$ cat config.mk
export PLATFORM = sky130hd
export DESIGN_NAME = alu_cmd_initiator
export DESIGN_NICKNAME = d
export VERILOG_FILES = /design/src/rtl/alu_pkg.sv /design/src/rtl/alu_cmd_initiator.sv
export SDC_FILE = /design/constraint.sdc
export NUM_CORES = 1
export LEC_CHECK = 0
export ABC_AREA = 1
export CAP_MARGIN = 25
export CELL_PAD_IN_SITES_DETAIL_PLACEMENT = 2
export CELL_PAD_IN_SITES_GLOBAL_PLACEMENT = 2
export CORE_MARGIN = 3
export CORE_UTILIZATION = 26
export DETAILED_ROUTE_END_ITERATION = 8
export GPL_ROUTABILITY_DRIVEN = 0
export PLACE_DENSITY_LB_ADDON = 0.1
export SYNTH_ARGS = -nofsm -noshare
export SYNTH_HDL_FRONTEND = slang
export SYNTH_SLANG_ARGS = --single-unit
$ cat constraint.sdc
create_clock -name CLK -period 3.5 [get_ports CLK]
set_input_delay 0.7 -clock CLK [delete_from_list [all_inputs] [get_ports CLK]]
set_output_delay 0.7 -clock CLK [all_outputs]
set_load 0.02 [all_outputs]
$ cat src/rtl/alu_pkg.sv
// Shared definitions for the arithmetic-unit command initiator.
//   - op encodings driven onto ALU_FUN[1:0]
//   - FSM state encoding
//   - default operand and tag widths
package alu_pkg;

   localparam int unsigned DEF_WIDTH = 16;
   localparam int unsigned DEF_TAG_W = 4;

   typedef enum logic [1:0] {
      OP_ADD = 2'b00,
      OP_SUB = 2'b01,
      OP_MUL = 2'b10,
      OP_DIV = 2'b11
   } op_e;

   typedef enum logic [1:0] {
      IDLE  = 2'd0,
      ISSUE = 2'd1,
      WAIT  = 2'd2,
      RESP  = 2'd3
   } state_e;

endpackage

$ cat src/rtl/alu_cmd_initiator.sv
// Initiator/collector for the 16-bit arithmetic unit. Accepts one operation on the
// request port, drives the unit for a single enable cycle, waits out the unit's
// registered latency, captures result/carry/flag and returns them with the request
// tag on the response port. One operation in flight at a time.
//
// Ports:
//   CLK, RST                     clock (rising edge), asynchronous active-high reset
//   REQ_VALID/REQ_READY          request handshake
//   REQ_A, REQ_B, REQ_OP, REQ_TAG  request payload (op: 00 add, 01 sub, 10 mul, 11 div)
//   ALU_A, ALU_B, ALU_FUN        operands and function to the unit (FUN[3:2] = 0)
//   Arith_Enable                 one-cycle issue strobe to the unit
//   Arith_OUT, Carry_OUT, Arith_Flag  unit result, carry and valid flag
//   RSP_VALID/RSP_READY          response handshake
//   RSP_DATA, RSP_CARRY, RSP_ERR, RSP_TAG  response payload
//
// Build option: define ALU_DIV_ZERO_CHECK_EN to answer divide-by-zero locally
// (all-ones data, error set) without issuing it to the unit.
module alu_cmd_initiator
   import alu_pkg::*;
#(
   parameter int unsigned WIDTH   = DEF_WIDTH,
   parameter int unsigned TAG_W   = DEF_TAG_W,
   parameter int unsigned LATENCY = 1
) (
   input  logic             CLK,
   input  logic             RST,
   input  logic             REQ_VALID,
   output logic             REQ_READY,
   input  logic [WIDTH-1:0] REQ_A,
   input  logic [WIDTH-1:0] REQ_B,
   input  logic [1:0]       REQ_OP,
   input  logic [TAG_W-1:0] REQ_TAG,
   output logic [WIDTH-1:0] ALU_A,
   output logic [WIDTH-1:0] ALU_B,
   output logic [3:0]       ALU_FUN,
   output logic             Arith_Enable,
   input  logic [WIDTH-1:0] Arith_OUT,
   input  logic             Carry_OUT,
   input  logic             Arith_Flag,
   output logic             RSP_VALID,
   input  logic             RSP_READY,
   output logic [WIDTH-1:0] RSP_DATA,
   output logic             RSP_CARRY,
   output logic             RSP_ERR,
   output logic [TAG_W-1:0] RSP_TAG
);

   // Counter is loaded in ISSUE and reaches 0 in the cycle the unit result is valid.
   localparam logic [3:0] CNT_LOAD = 4'(LATENCY - 1);

   state_e           state_q, state_d;
   logic [3:0]       cnt_q, cnt_d;
   logic [TAG_W-1:0] tag_q, tag_d;

   logic             req_ready_d;
   logic [WIDTH-1:0] alu_a_d, alu_b_d;
   logic [3:0]       alu_fun_d;
   logic             arith_enable_d;
   logic             rsp_valid_d;
   logic [WIDTH-1:0] rsp_data_d;
   logic             rsp_carry_d;
   logic             rsp_err_d;
   logic [TAG_W-1:0] rsp_tag_d;

   logic             accept;
   logic             div_zero;

   assign accept = REQ_VALID & REQ_READY;

`ifdef ALU_DIV_ZERO_CHECK_EN
   assign div_zero = (REQ_OP == OP_DIV) && (REQ_B == '0);
`else
   assign div_zero = 1'b0;
`endif

   // State and output registers
   always_ff @(posedge CLK or posedge RST) begin
      if (RST) begin
         state_q      <= IDLE;
         cnt_q        <= '0;
         tag_q        <= '0;
         REQ_READY    <= 1'b0;
         ALU_A        <= '0;
         ALU_B        <= '0;
         ALU_FUN      <= '0;
         Arith_Enable <= 1'b0;
         RSP_VALID    <= 1'b0;
         RSP_DATA     <= '0;
         RSP_CARRY    <= 1'b0;
         RSP_ERR      <= 1'b0;
         RSP_TAG      <= '0;
      end else begin
         state_q      <= state_d;
         cnt_q        <= cnt_d;
         tag_q        <= tag_d;
         REQ_READY    <= req_ready_d;
         ALU_A        <= alu_a_d;
         ALU_B        <= alu_b_d;
         ALU_FUN      <= alu_fun_d;
         Arith_Enable <= arith_enable_d;
         RSP_VALID    <= rsp_valid_d;
         RSP_DATA     <= rsp_data_d;
         RSP_CARRY    <= rsp_carry_d;
         RSP_ERR      <= rsp_err_d;
         RSP_TAG      <= rsp_tag_d;
      end
   end

   // Next state and wait counter
   always_comb begin
      state_d = state_q;
      cnt_d   = cnt_q;
      unique case (state_q)
         IDLE: begin
            if (accept) begin
               state_d = div_zero ? RESP : ISSUE;
            end
         end
         ISSUE: begin
            cnt_d   = CNT_LOAD;
            state_d = WAIT;
         end
         WAIT: begin
            if (cnt_q == 4'd0) begin
               state_d = RESP;
            end else begin
               cnt_d = cnt_q - 4'd1;
            end
         end
         RESP: begin
            if (RSP_READY) begin
               state_d = IDLE;
            end
         end
         default: state_d = IDLE;
      endcase
   end

   // Next values of the registered outputs
   always_comb begin
      // Ready tracks the state being entered so it is already high in the first IDLE cycle.
      req_ready_d    = (state_d == IDLE);
      alu_a_d        = ALU_A;
      alu_b_d        = ALU_B;
      alu_fun_d      = ALU_FUN;
      arith_enable_d = 1'b0;
      tag_d          = tag_q;
      rsp_valid_d    = RSP_VALID;
      rsp_data_d     = RSP_DATA;
      rsp_carry_d    = RSP_CARRY;
      rsp_err_d      = RSP_ERR;
      rsp_tag_d      = RSP_TAG;

      unique case (state_q)
         IDLE: begin
            if (accept) begin
               alu_a_d   = REQ_A;
               alu_b_d   = REQ_B;
               alu_fun_d = {2'b00, REQ_OP};
               tag_d     = REQ_TAG;
               if (div_zero) begin
                  rsp_valid_d = 1'b1;
                  rsp_data_d  = '1;
                  rsp_carry_d = 1'b0;
                  rsp_err_d   = 1'b1;
                  rsp_tag_d   = REQ_TAG;
               end else begin
                  // Registered, so the strobe is high during the ISSUE cycle only.
                  arith_enable_d = 1'b1;
               end
            end
         end
         ISSUE: begin
         end
         WAIT: begin
            if (cnt_q == 4'd0) begin
               rsp_valid_d = 1'b1;
               rsp_data_d  = Arith_OUT;
               rsp_carry_d = Carry_OUT;
               rsp_err_d   = ~Arith_Flag;
               rsp_tag_d   = tag_q;
            end
         end
         RESP: begin
            if (RSP_READY) begin
               rsp_valid_d = 1'b0;
            end
         end
         default: begin
         end
      endcase
   end

endmodule
Yosys cells after proc, flatten, opt, wreduce, memory -nomap -nowiden
Index checks and enable logic that the tools add are counted.
W data, S select, Z words.
Cells by class
  $add $sub $neg: 1
  eq/ne operators: 6
  multiplexer cells: 11
  bitwise logic cells: 2
  reduce and logical (&&, ||, !) cells: 9
Operators by type and width (number)
  $pmux W2 S4: 1
  $pmux W4 S2: 1
  $mux W2: 3
  $ne A2 B2 Y1 const B: 3
  $reduce_and A2 Y1: 3
  $eq A2 B2 Y1 const B: 2
  $logic_not A2 Y1: 2
  $logic_not A4 Y1: 1
  $mux W1: 4
  $mux W4: 1
  $reduce_bool A2 Y1: 2
  $sub A4 B1 Y4 const B: 1
  $reduce_and A3 Y1: 1
  $eq A2 B1 Y1 const B: 1
  $pmux W1 S2: 1
  $and A1 B1 Y1: 1
  $not A1 Y1: 1
Storage, ports and cells
  bits in registers: 69
  input port bits: 60

Longest topological paths before layout
  depth after elaboration: 4
  mapped depth: 7
  mapped depth without buffers: 7

Worst setup path after synthesis
OpenSTA, ideal clock, no wires.
  path type: reg2reg
  from: register cnt_q[0]
  to: register RSP_DATA[0]
  setup time: 118 ps
  arrival: 1112 ps
  path slack: 2270 ps
  stages on the path, launching flop included: 7
  buffers on the path: 1
  cells stage by stage: dfrtp_1 inv_1 ha_1 nand3_4 buf_6 nand2_1 o21ai_2
On the way
  longest elaborated chain between the ends: 2
RTL lines
  start, declared: RTL line alu_cmd_initiator.sv:52  | logic [3:0] cnt_q, cnt_d;
  start signal, assigned: RTL line alu_cmd_initiator.sv:94  | cnt_q <= cnt_d;
  $logic_not A4 Y1: RTL line alu_cmd_initiator.sv:176  | if (cnt_q == 4'd0) begin
  $reduce_and A2 Y1 (no line)
  end signal, assigned: RTL line alu_cmd_initiator.sv:102  | RSP_DATA <= rsp_data_d;
  end, declared: RTL line alu_cmd_initiator.sv:42  | output logic [WIDTH-1:0] RSP_DATA,
Every way passes these cells.
A chain may end at the register's enable or synchronous reset.

Final worst setup path
  from: input REQ_VALID
  to: register tag_q[3]
On the way
  longest elaborated chain between the ends: 2
RTL lines
  start, declared: RTL line alu_cmd_initiator.sv:27  | input logic REQ_VALID,
  $and A1 B1 Y1: RTL line alu_cmd_initiator.sv:68  | assign accept = REQ_VALID & REQ_READY;
  $reduce_and A2 Y1 (no line)
  end signal, assigned: RTL line alu_cmd_initiator.sv:95  | tag_q <= tag_d;
  end, declared: RTL line alu_cmd_initiator.sv:53  | logic [TAG_W-1:0] tag_q, tag_d;
Every way passes these cells.

==> results.json <==
{
  "run_status": "completed",
  "critPathLaunch": "REQ_VALID",
  "cts_resized": 0,
  "ys_warn_count": 0,
  "fmax_mhz": 483,
  "r2r_cells": 5,
  "post-place-ws_ps": 988,
  "grt_start_max_net_pins": 47,
  "grt_pass1_vias": 2697,
  "netlist_instances": 304,
  "cp_cell_sequence": "clkdlybuf4s50_1 -> nand3_4 -> inv_4 -> nand2_1 -> o21ai_0",
  "post_cts_buffers": 0,
  "critPathCapture": "tag_q[3]",
  "grt_pass1_wl_um": 13700,
  "crit_arrival_ps": 2320,
  "drv_cap": 0,
  "final_core_util_pct": 41.5,
  "clock_latency_ps": 340,
  "antenna_found_initial": 0,
  "relSlewSlack_pct": 56.4,
  "r2r_start": "state_q[1]",
  "vias_per_cell": 4.24,
  "core_area_um2": 10500,
  "post-route-period-util_pct": 59.1,
  "p_per_area_nw_per_um2": 907,
  "synthDistinctLibCells": 20,
  "clkTransAtPathRegs_ps": 80,
  "required_ps": 3750,
  "drtAntennaViolNets": 0,
  "wl_um": 7980,
  "cts_hold_buf": 0,
  "vias": 2390,
  "path_class": "in -> reg",
  "clock-root-buffer": "clkbuf_8",
  "start_util_pct": 27.2,
  "worstHoldStart": "RSP_TAG[2]",
  "fin_skew_ps": 7.37,
  "rsz0062_at_grt": "false",
  "setup_violations": 0,
  "finalSetupTns_ps": 0,
  "ys_ff_latch": 69,
  "critPathMaxStageDelay_ps": 510,
  "setup_slack_ps": 1430,
  "rows": 37,
  "vdd_drop_max_uv": 313,
  "antenna_cells": 0,
  "drive_above_1_share_pct": 11.4,
  "drt-initial-drc-count": 76,
  "yosysSeqAreaShare_pct": 60.3,
  "path_max_fanout": 43,
  "final_common_cell": "nand2_1",
  "clk_path_buf_depth": 2,
  "grt-ovfl-total": 0,
  "die_w_um": 111,
  "crit_slowest_cell": "inv_4",
  "cts_sinks": 69,
  "mostFrequentLayoutCells": "146 x nand2_1, 118 x clkdlybuf4s50_1, 69 x dfrtp_1",
  "regToRegEndpoint": "tag_q[3]",
  "p_leak_nw": 2.10,
  "synth_area_um2": 2860,
  "dieArea_um2": 12300,
  "hpwl_um": 5650,
  "avgSynthCellArea_um2": 9.42,
  "syn2layout_area_growth_pct": 52.4,
  "period_needed_ps": 2070,
  "hold_class": "reg -> reg",
  "cts_max_level": 3,
  "cts_buffers": 9,
  "pin_count": 121,
  "die_y_um": 111,
  "cts_tree": "yes",
  "grt_usage_pct": 13.7,
  "numPortBuffers": 118,
  "critPathLaunchType": "input pin",
  "hold_viol_final": 0,
  "maxSlewViolCount": 0,
  "max_slew.worst_pin.slew_ps": 655,
  "nNetsFinal": 484,
  "end_kind": "register",
  "wl_per_cell_um": 14.2,
  "r2r_slack_ps": 1700,
  "firstDrtPassIters": 4,
  "drc": 0
}
## routing by layer
layer	global-route usage, %	part of all wire [%]
met4	4.19	1.3
met1	18.0	45
met2	21.8	47
met5	0	0
met3	4.20	6.7
## Yosys cell counts
library cell / number / area (µm²)
nand3_1: 7 / 35.0
buf_4: 2 / 15.0
inv_1: 28 / 105
ha_1: 1 / 12.5
buf_2: 3 / 15.0
inv_4: 1 / 6.26
o21ai_0: 3 / 15.0
buf_6: 8 / 90.1
nand2_2: 1 / 6.26
nor2_4: 1 / 11.3
o21ai_2: 22 / 193
nand3_4: 2 / 35.0
nor2_1: 4 / 15.0
dfrtp_1: 69 / 1730
o21ai_1: 1 / 5.00
conb_1: 1 / 3.75
inv_2: 1 / 3.75
nor2_2: 2 / 12.5
xor2_1: 1 / 8.76
nand2_1: 146 / 548
## area by class of cell
cell class	instances	area, µm²
multi-input cells	193	905
clock inverters	6	110
repair buffers	120	1200
flip-flops and latches	69	1730
fillers	1146	6150
clock buffers	10	138
inverters	30	116
well taps	136	170
## stage by stage
| step | hold slack, ps | instances | total power [W] | area (µm²) |
|---|---|---|---|---|
| 4_1_cts | 490 | 564 | 0.00404 | 4360 |
| 6_report | 483 | 564 | 0.00396 | 4360 |
| 2_1_floorplan | 469 | 305 | 0.00238 | 2870 |
| 5_1_grt | 511 | 564 | 0.00424 | 4360 |
| 3_3_place_gp | 459 | 548 | 0.00316 | 4110 |
| 3_5_place_dp | 468 | 548 | 0.00321 | 4110 |
## kinds of logic (layout without fill, tap and decap cells)
kind of cell,Yosys count,in the layout,synth area share [%]
adders and majority gates,1,1,0.437
DFF,69,69,60.3
and+or+nand+nor,163,163,23.2
buffers and inverters,43,166,8.22
other,1,2,0.131
AOI/OAI and AO/OA,26,26,7.43
xor gates and xnor gates,1,1,0.306
## where the power goes
group	switching, W	internal, W
clock	0.000310	0.000492
sequential	0.000208	0.00115
combinational	0.000983	0.000812
## worst max-delay path: cells and delay by family
family          cells  cell delay [ps]
compound gates      1              100
simple gates        2              480
buf+inv             2             1010
## worst min path at each step
| stage | to | slack (ps) | cells past startpoint |
|---|---|---|---|
| 2_1_floorplan | cnt_q[0] | 470 | 2 |
| 3_3_place_gp | RSP_VALID | 460 | 2 |
| 3_5_place_dp | RSP_VALID | 470 | 2 |
| 4_1_cts | RSP_DATA[10] | 490 | 2 |
| 5_1_grt | RSP_DATA[15] | 510 | 2 |
| 6_report | RSP_TAG[2] | 480 | 2 |
## flip-flops by register name, indices dropped and copies added, names as in the netlist
| register | cells |
|---|---|
| tag_q | 4 |
| RSP_CARRY | 1 |
| RSP_VALID | 1 |
| RSP_ERR | 1 |
| RSP_TAG | 4 |
| state_q | 2 |
| Arith_Enable | 1 |
| cnt_q | 4 |
| REQ_READY | 1 |
| ALU_B | 16 |
| RSP_DATA | 16 |
| ALU_A | 16 |
| ALU_FUN | 2 |
No activity file was read; power rests on OpenSTA's default activity.
